--- src/rtl/iddr_gear_pkg.sv ---
// Shared constants and helpers for the DDR input gearbox.
// Phase selects which half-cycle pairing forms a 2-bit pair.
package iddr_gear_pkg;
   localparam int GEAR_MAX = 8;

   localparam logic PHASE_RF = 1'b0;
   localparam logic PHASE_FR = 1'b1;

   function automatic int cnt_width(input int gear);
      return (gear <= 1) ? 1 : $clog2(gear);
   endfunction
endpackage

--- src/rtl/iddr_capture_x2.sv ---
// One DDR channel: rise/fall capture registers and the phase-selected pair mux.
// PHASE_RF pairs {rise_k, fall_k}; PHASE_FR pairs {fall_(k-1), rise_k}.
module iddr_capture_x2
   import iddr_gear_pkg::*;
(
   input  logic       clk_sys,
   input  logic       rst_n,
   input  logic       d,
   input  logic       phase,
   output logic [1:0] pair
);
   logic p_q;
   logic fd_q;
   logic n0_q;
   logic n1_q;

   always_ff @(posedge clk_sys or negedge rst_n) begin
      if (!rst_n) begin
         p_q  <= 1'b0;
         fd_q <= 1'b0;
      end else begin
         p_q  <= d;
         fd_q <= n0_q;
      end
   end

   // Rise sample is retimed to the falling edge so both bits of a pair are stable at the next rise.
   always_ff @(negedge clk_sys or negedge rst_n) begin
      if (!rst_n) begin
         n0_q <= 1'b0;
         n1_q <= 1'b0;
      end else begin
         n0_q <= d;
         n1_q <= p_q;
      end
   end

   always_comb begin
      pair = {n1_q, n0_q};
      if (phase == PHASE_FR) pair = {fd_q, n1_q};
   end
endmodule

--- src/rtl/iddr_gearbox_xn.sv ---
// Multi-channel DDR deserialiser: packs GEAR pairs per channel into a word with a valid strobe.
// Shared pair counter, slip phase and priming flag drive all channels in lockstep.
//
//   phase    | meaning
//   PHASE_RF | pair = {rise_k, fall_k}
//   PHASE_FR | pair = {fall_(k-1), rise_k} (one-bit delayed alignment)
module iddr_gearbox_xn
   import iddr_gear_pkg::*;
#(
   parameter int WIDTH = 1,
   parameter int GEAR  = 2
) (
   input  logic                    CLK,
   input  logic                    RSTN,
   input  logic [WIDTH-1:0]        D,
   input  logic                    CE,
   input  logic                    SLIP,
   output logic [WIDTH*2*GEAR-1:0] Q,
   output logic                    QVALID
);
   localparam int WW = 2 * GEAR;
   localparam int CW = cnt_width(GEAR);
   localparam logic [CW-1:0] CNT_LAST = CW'(GEAR - 1);

   if (GEAR < 1 || GEAR > GEAR_MAX) begin : g_gear_range
      $error("iddr_gearbox_xn: GEAR must be 1..%0d", GEAR_MAX);
   end

   logic [WIDTH*2-1:0]  pair;
   logic [WIDTH*WW-1:0] shifted;
   logic [WIDTH*WW-1:0] sr_q, sr_d;
   logic [WIDTH*WW-1:0] q_q, q_d;
   logic [CW-1:0]       cnt_q, cnt_d;
   logic                phase_q, phase_d;
   logic                prime_q, prime_d;
   logic                qvalid_q, qvalid_d;
   logic                slip_hold;

   for (genvar c = 0; c < WIDTH; c++) begin : g_ch
      iddr_capture_x2 u_cap (
         .clk_sys (CLK),
         .rst_n   (RSTN),
         .d       (D[c]),
         .phase   (phase_q),
         .pair    (pair[2*c +: 2])
      );
      assign shifted[c*WW +: WW] = (sr_q[c*WW +: WW] << 2) | WW'(pair[2*c +: 2]);
   end

   // Leaving PHASE_FR replays one pair without counting it, so the word boundary keeps moving later.
   assign slip_hold = SLIP && (phase_q == PHASE_FR);

   always_comb begin
      sr_d     = sr_q;
      q_d      = q_q;
      cnt_d    = cnt_q;
      phase_d  = phase_q;
      prime_d  = 1'b0;
      qvalid_d = 1'b0;
      if (!prime_q && CE) begin
         sr_d = shifted;
         if (SLIP) phase_d = ~phase_q;
         if (!slip_hold) begin
            if (cnt_q == CNT_LAST) begin
               q_d      = shifted;
               qvalid_d = 1'b1;
               cnt_d    = '0;
            end else begin
               cnt_d = cnt_q + 1'b1;
            end
         end
      end
   end

   always_ff @(posedge CLK or negedge RSTN) begin
      if (!RSTN) begin
         sr_q     <= '0;
         q_q      <= '0;
         cnt_q    <= '0;
         phase_q  <= PHASE_RF;
         prime_q  <= 1'b1;
         qvalid_q <= 1'b0;
      end else begin
         sr_q     <= sr_d;
         q_q      <= q_d;
         cnt_q    <= cnt_d;
         phase_q  <= phase_d;
         prime_q  <= prime_d;
         qvalid_q <= qvalid_d;
      end
   end

   assign Q      = q_q;
   assign QVALID = qvalid_q;
endmodule
--- config.mk ---
export PLATFORM = sky130hd
export DESIGN_NAME = iddr_gearbox_xn
export DESIGN_NICKNAME = d
export VERILOG_FILES = /design/src/rtl/iddr_gear_pkg.sv /design/src/rtl/iddr_capture_x2.sv /design/src/rtl/iddr_gearbox_xn.sv
export SDC_FILE = /design/constraint.sdc
export NUM_CORES = 1
export LEC_CHECK = 0
export CORE_AREA = 5 5 42 44
export CTS_CLUSTER_SIZE = 12
export DETAILED_ROUTE_END_ITERATION = 8
export DIE_AREA = 0 0 47 49
export GPL_TIMING_DRIVEN = 0
export PLACE_DENSITY_LB_ADDON = 0.2
export RECOVER_POWER = 25
export SKIP_LAST_GASP = 1
export SLEW_MARGIN = 40
export SYNTH_ARGS = -nofsm -noshare
export SYNTH_HDL_FRONTEND = slang
export SYNTH_SLANG_ARGS = --single-unit
export TNS_END_PERCENT = 30
--- constraint.sdc ---
create_clock -name CLK -period 3.25 [get_ports CLK]
set_input_delay 0.325 -clock CLK [delete_from_list [all_inputs] [get_ports CLK]]
set_output_delay 0.325 -clock CLK [all_outputs]
set_load 0.005 [all_outputs]
==> metrics.md, run 1 <==
| Metric | Value |
|---|---|
| # DRC | 0 |
| Die outline area | 2300 sq um |
| Number of buffers inserted by post-CTS setup repair | 0 |
| Post-synthesis cell type count | 16 |
| Resized Gates After CTS | 0 |
| Power density of the placed cells | 774 nW/um^2 |
| Switching power as a share of total power | 0.251 |
| Critical Path RT | 3410 ps |
| RePlAce Congestion | 0.774 |
| Nature of the critical path startpoint | register |
| Post-Place Cell Area | 617 sq um |
| Internal | 0.000379 W |
| Remaining antenna violation count after routing | 0 |
| First-pass GRT wire length | 1.21 mm |
| H-tree levels | 1 |
| Count of final setup violators | 0 |
| Class of the tightest hold or removal check | reg -> reg |
| Clock network fraction of design power | 0.233 |
| Layout cells sized above 1 | 0.224 |
| WL final | 719 um |
| Initial standard-cell utilization of the core | 0.362 |
| Status | finished, final reports clean |
| Max-slew violations | 0 |
| Element type at the critical path end | register |
| Maximum number of pins on one net before global-route repair | 15 |
| Power dissipated by switching net loads | 0.000127 W |
| Floorplan core area | 1400 sq um |
| Flip-flop and latch count after synthesis | 14 |
| Worst Path Arrival | 2780 ps |
| EDFF count, synth | 0 |
| Final Core Density | 0.466 |
| Number of nets produced by synthesis | 41 |
| Cell count after synthesis | 36 |
| Number of search-and-repair iterations in the first detailed-routing pass | 4 |
| Relative max-transition margin | 0.608 |
| Async set or reset register ratio after synthesis | 1.00 |
| Number of global-route vias before repair | 282 |
| Layout Nets | 55 |
| Via count of the routed design | 309 |
| Row cnt | 14 |
| CTS root buf | sky130_fd_sc_hd__clkbuf_4 |
| Hold buffer count at cts | 0 |
| Syn Std Cell Area | 507 sq um |
| Syn Area/Cell | 14.1 sq um |
| Yosys warning total | 0 |
| Sequential-to-total area share from yosys stat | 0.694 |
| Overflow after GRT | 0 |
| Mean routed wirelength per cell | 11.1 um |
| Clock Skews | 7.87 ps |
| Total Routing Usage GR | 0.0753 |
| IO Pins | 10 |
| Slew of the pin with the lowest slew margin | 586 ps |
| Combinational power share | 0.256 |
| Drt initial violations | 7 |
| Most used flip-flop cell after synthesis | sky130_fd_sc_hd__dfrtp_1 |
| Area added between synthesis and finish | 28.9% |
| Static leakage power | 0.298 nW |
| Unrepaired setup endpoints after global routing | false |
| Start-to-end type of the worst setup path | reg -> reg |
| Cell area after layout | 653 sq um |
| Num CTS Buffers | 3 |
| Number of max-capacitance violations reported | 0 |
| Number of buffer cells added on primary ports | 9 |
| Insertion delay to the later sink of the worst-skew pair | 280 ps |
| TritonCTS clock tree | yes |
| Proportion of power drawn by flip-flops and latches | 0.511 |
| Post-Place Setup Slack | 554 ps |
| Clock-pin slew of the registers on the worst-case setup and hold paths | 80 ps |
| Total negative slack | 0 ps |
| Number of antenna violations at the first check in global routing | 0 |
| Maximum vdd ir drop | 314 uV |
| Diodes inserted | 0 |
| Clock Sink Count | 14 |
| Number of hold-slack violations in the final timing report | 0 |
| Die span in x | 47 um |
| Die Height | 49 um |
| Post-layout worst setup margin | 630 ps |
| Clock Path Buffers | 2 |
| Fill cell count | 140 |
| Routed via count divided by cell count | 4.75 |
| Maximum fanout count along the critical path | 2 |
## power groups by stage
stage | clock, W | sequential [W] | combinational (W)
floorplan | 0 | 0.000260 | 0.0000600
global placement | 0 | 0.000259 | 0.000130
detailed placement | 0 | 0.000263 | 0.000131
CTS | 0.000125 | 0.000259 | 0.000132
global route | 0.000134 | 0.000265 | 0.000141
finish | 0.000118 | 0.000258 | 0.000129
## routing by layer
metal,vias up,part of all wire,GRT usage
met5,-,0,0
met4,0,0.013,0.0415
met3,2,0.10,0.0443
met2,14,0.49,0.102
met1,147,0.39,0.0909
li1,146,-,-
## flip-flops by register name, summed over array words and instances, names as in the netlist
| register | count |
|---|---|
| sr_q | 2 |
| Q | 4 |
| phase_q | 1 |
| g_ch.u_cap.fd_q | 1 |
| QVALID | 1 |
| cnt_q | 1 |
| g_ch.u_cap.n1_q | 1 |
| prime_q | 1 |
| g_ch.u_cap.n0_q | 1 |
| g_ch.u_cap.p_q | 1 |
## Yosys cell counts, drive strengths merged, types with 2 or more instances
master	instances	area share
dfrtp	11	0.54
nand2	6	0.044
dfrtn	2	0.099
a31oi	2	0.025
mux2	4	0.089
## layout by cell type, fill, tap and decap left out, drive strengths merged
| cell | count |
|---|---|
| xnor2 | 1 |
| nor2b | 1 |
| clkdlybuf4s50 | 7 |
| nand2 | 6 |
| nand3 | 1 |
| xor2 | 1 |
| dfrtp | 11 |
| dfstp | 1 |
| dlygate4sd3 | 2 |
| inv | 1 |
| o21ai | 1 |
| a31oi | 2 |
| conb | 1 |
| a21oi | 1 |
| clkbuf | 4 |
| mux2 | 4 |
| dfrtn | 2 |
| nand2b | 1 |
| mux2i | 1 |
## cell type report
| type | instances | area, sq um | share of cell area |
|---|---|---|---|
| Clock buffer | 4 | 36.3 | 0.0556 |
| Inverter | 1 | 3.75 | 0.00575 |
| Multi-Input combinational cell | 21 | 151 | 0.232 |
| Sequential cell | 14 | 352 | 0.538 |
| Tap cell | 16 | 20.0 | 0.0307 |
| Timing Repair Buffer | 9 | 90.1 | 0.138 |
## kinds of logic (layout without fill, tap and decap cells)
group,after synthesis,count (layout),share of synthesized area
AOI/OAI and AO/OA,4,4,0.0444
xor gates and xnor gates,2,2,0.0346
buffers and inverters,1,14,0.00740
DFF,14,14,0.694
muxes,5,5,0.109
other,1,1,0.00740
and+or+nand+nor,9,9,0.104
## final timing paths
path | startpoint | end | slack [ps] | cells after the start
setup / recovery | g_ch[0].u_cap.n1_q | Q[1] | 630 | 2
hold / removal | sr_q[1] | sr_q[1] | 480 | 2
setup reg to reg | g_ch[0].u_cap.n1_q | Q[1] | 630 | 2
hold reg to reg | sr_q[1] | sr_q[1] | 480 | 2
max in group asynchronous | RSTN | g_ch[0].u_cap.n0_q | 840 | 1
min in group asynchronous | RSTN | Q[3] | 490 | 1
## worst max-delay path, stage by stage, from the launching register on
cell	delay, ps
sky130_fd_sc_hd__dfrtn_1	350
sky130_fd_sc_hd__mux2_2	280
sky130_fd_sc_hd__mux2_2	260
## stage by stage
stage               std cells  hold WS (ps)  power [W]
floorplan                  36          29.4   0.000320
global placement           61           465   0.000390
detailed placement         61           470   0.000394
CTS                        65           438   0.000516
global route               65           510   0.000540
finish                     65           480   0.000505
Note: power is estimated with default switching activity, not from simulation.
==> run 2: changes to the inputs <==
==> constraint.sdc (replaced) <==
create_clock -name CLK -period 2.4 [get_ports CLK]
set_input_delay 0.24 -clock CLK [delete_from_list [all_inputs] [get_ports CLK]]
set_output_delay 0.24 -clock CLK [all_outputs]
set_load 0.005 [all_outputs]
==> results of run 2 <==
The final DEF is identical to that of run 1. Status: finished, final reports clean.
Main changes from that run: setup slack after placement 554 ps -> 212 ps; setup slack after layout 630 ps -> 205 ps; hold slack 480 ps -> 406 ps; register-to-register setup slack 630 ps -> 200 ps; total power 0.000505 W -> 0.000684 W; worst IR drop on VDD 314 uV -> 425 uV
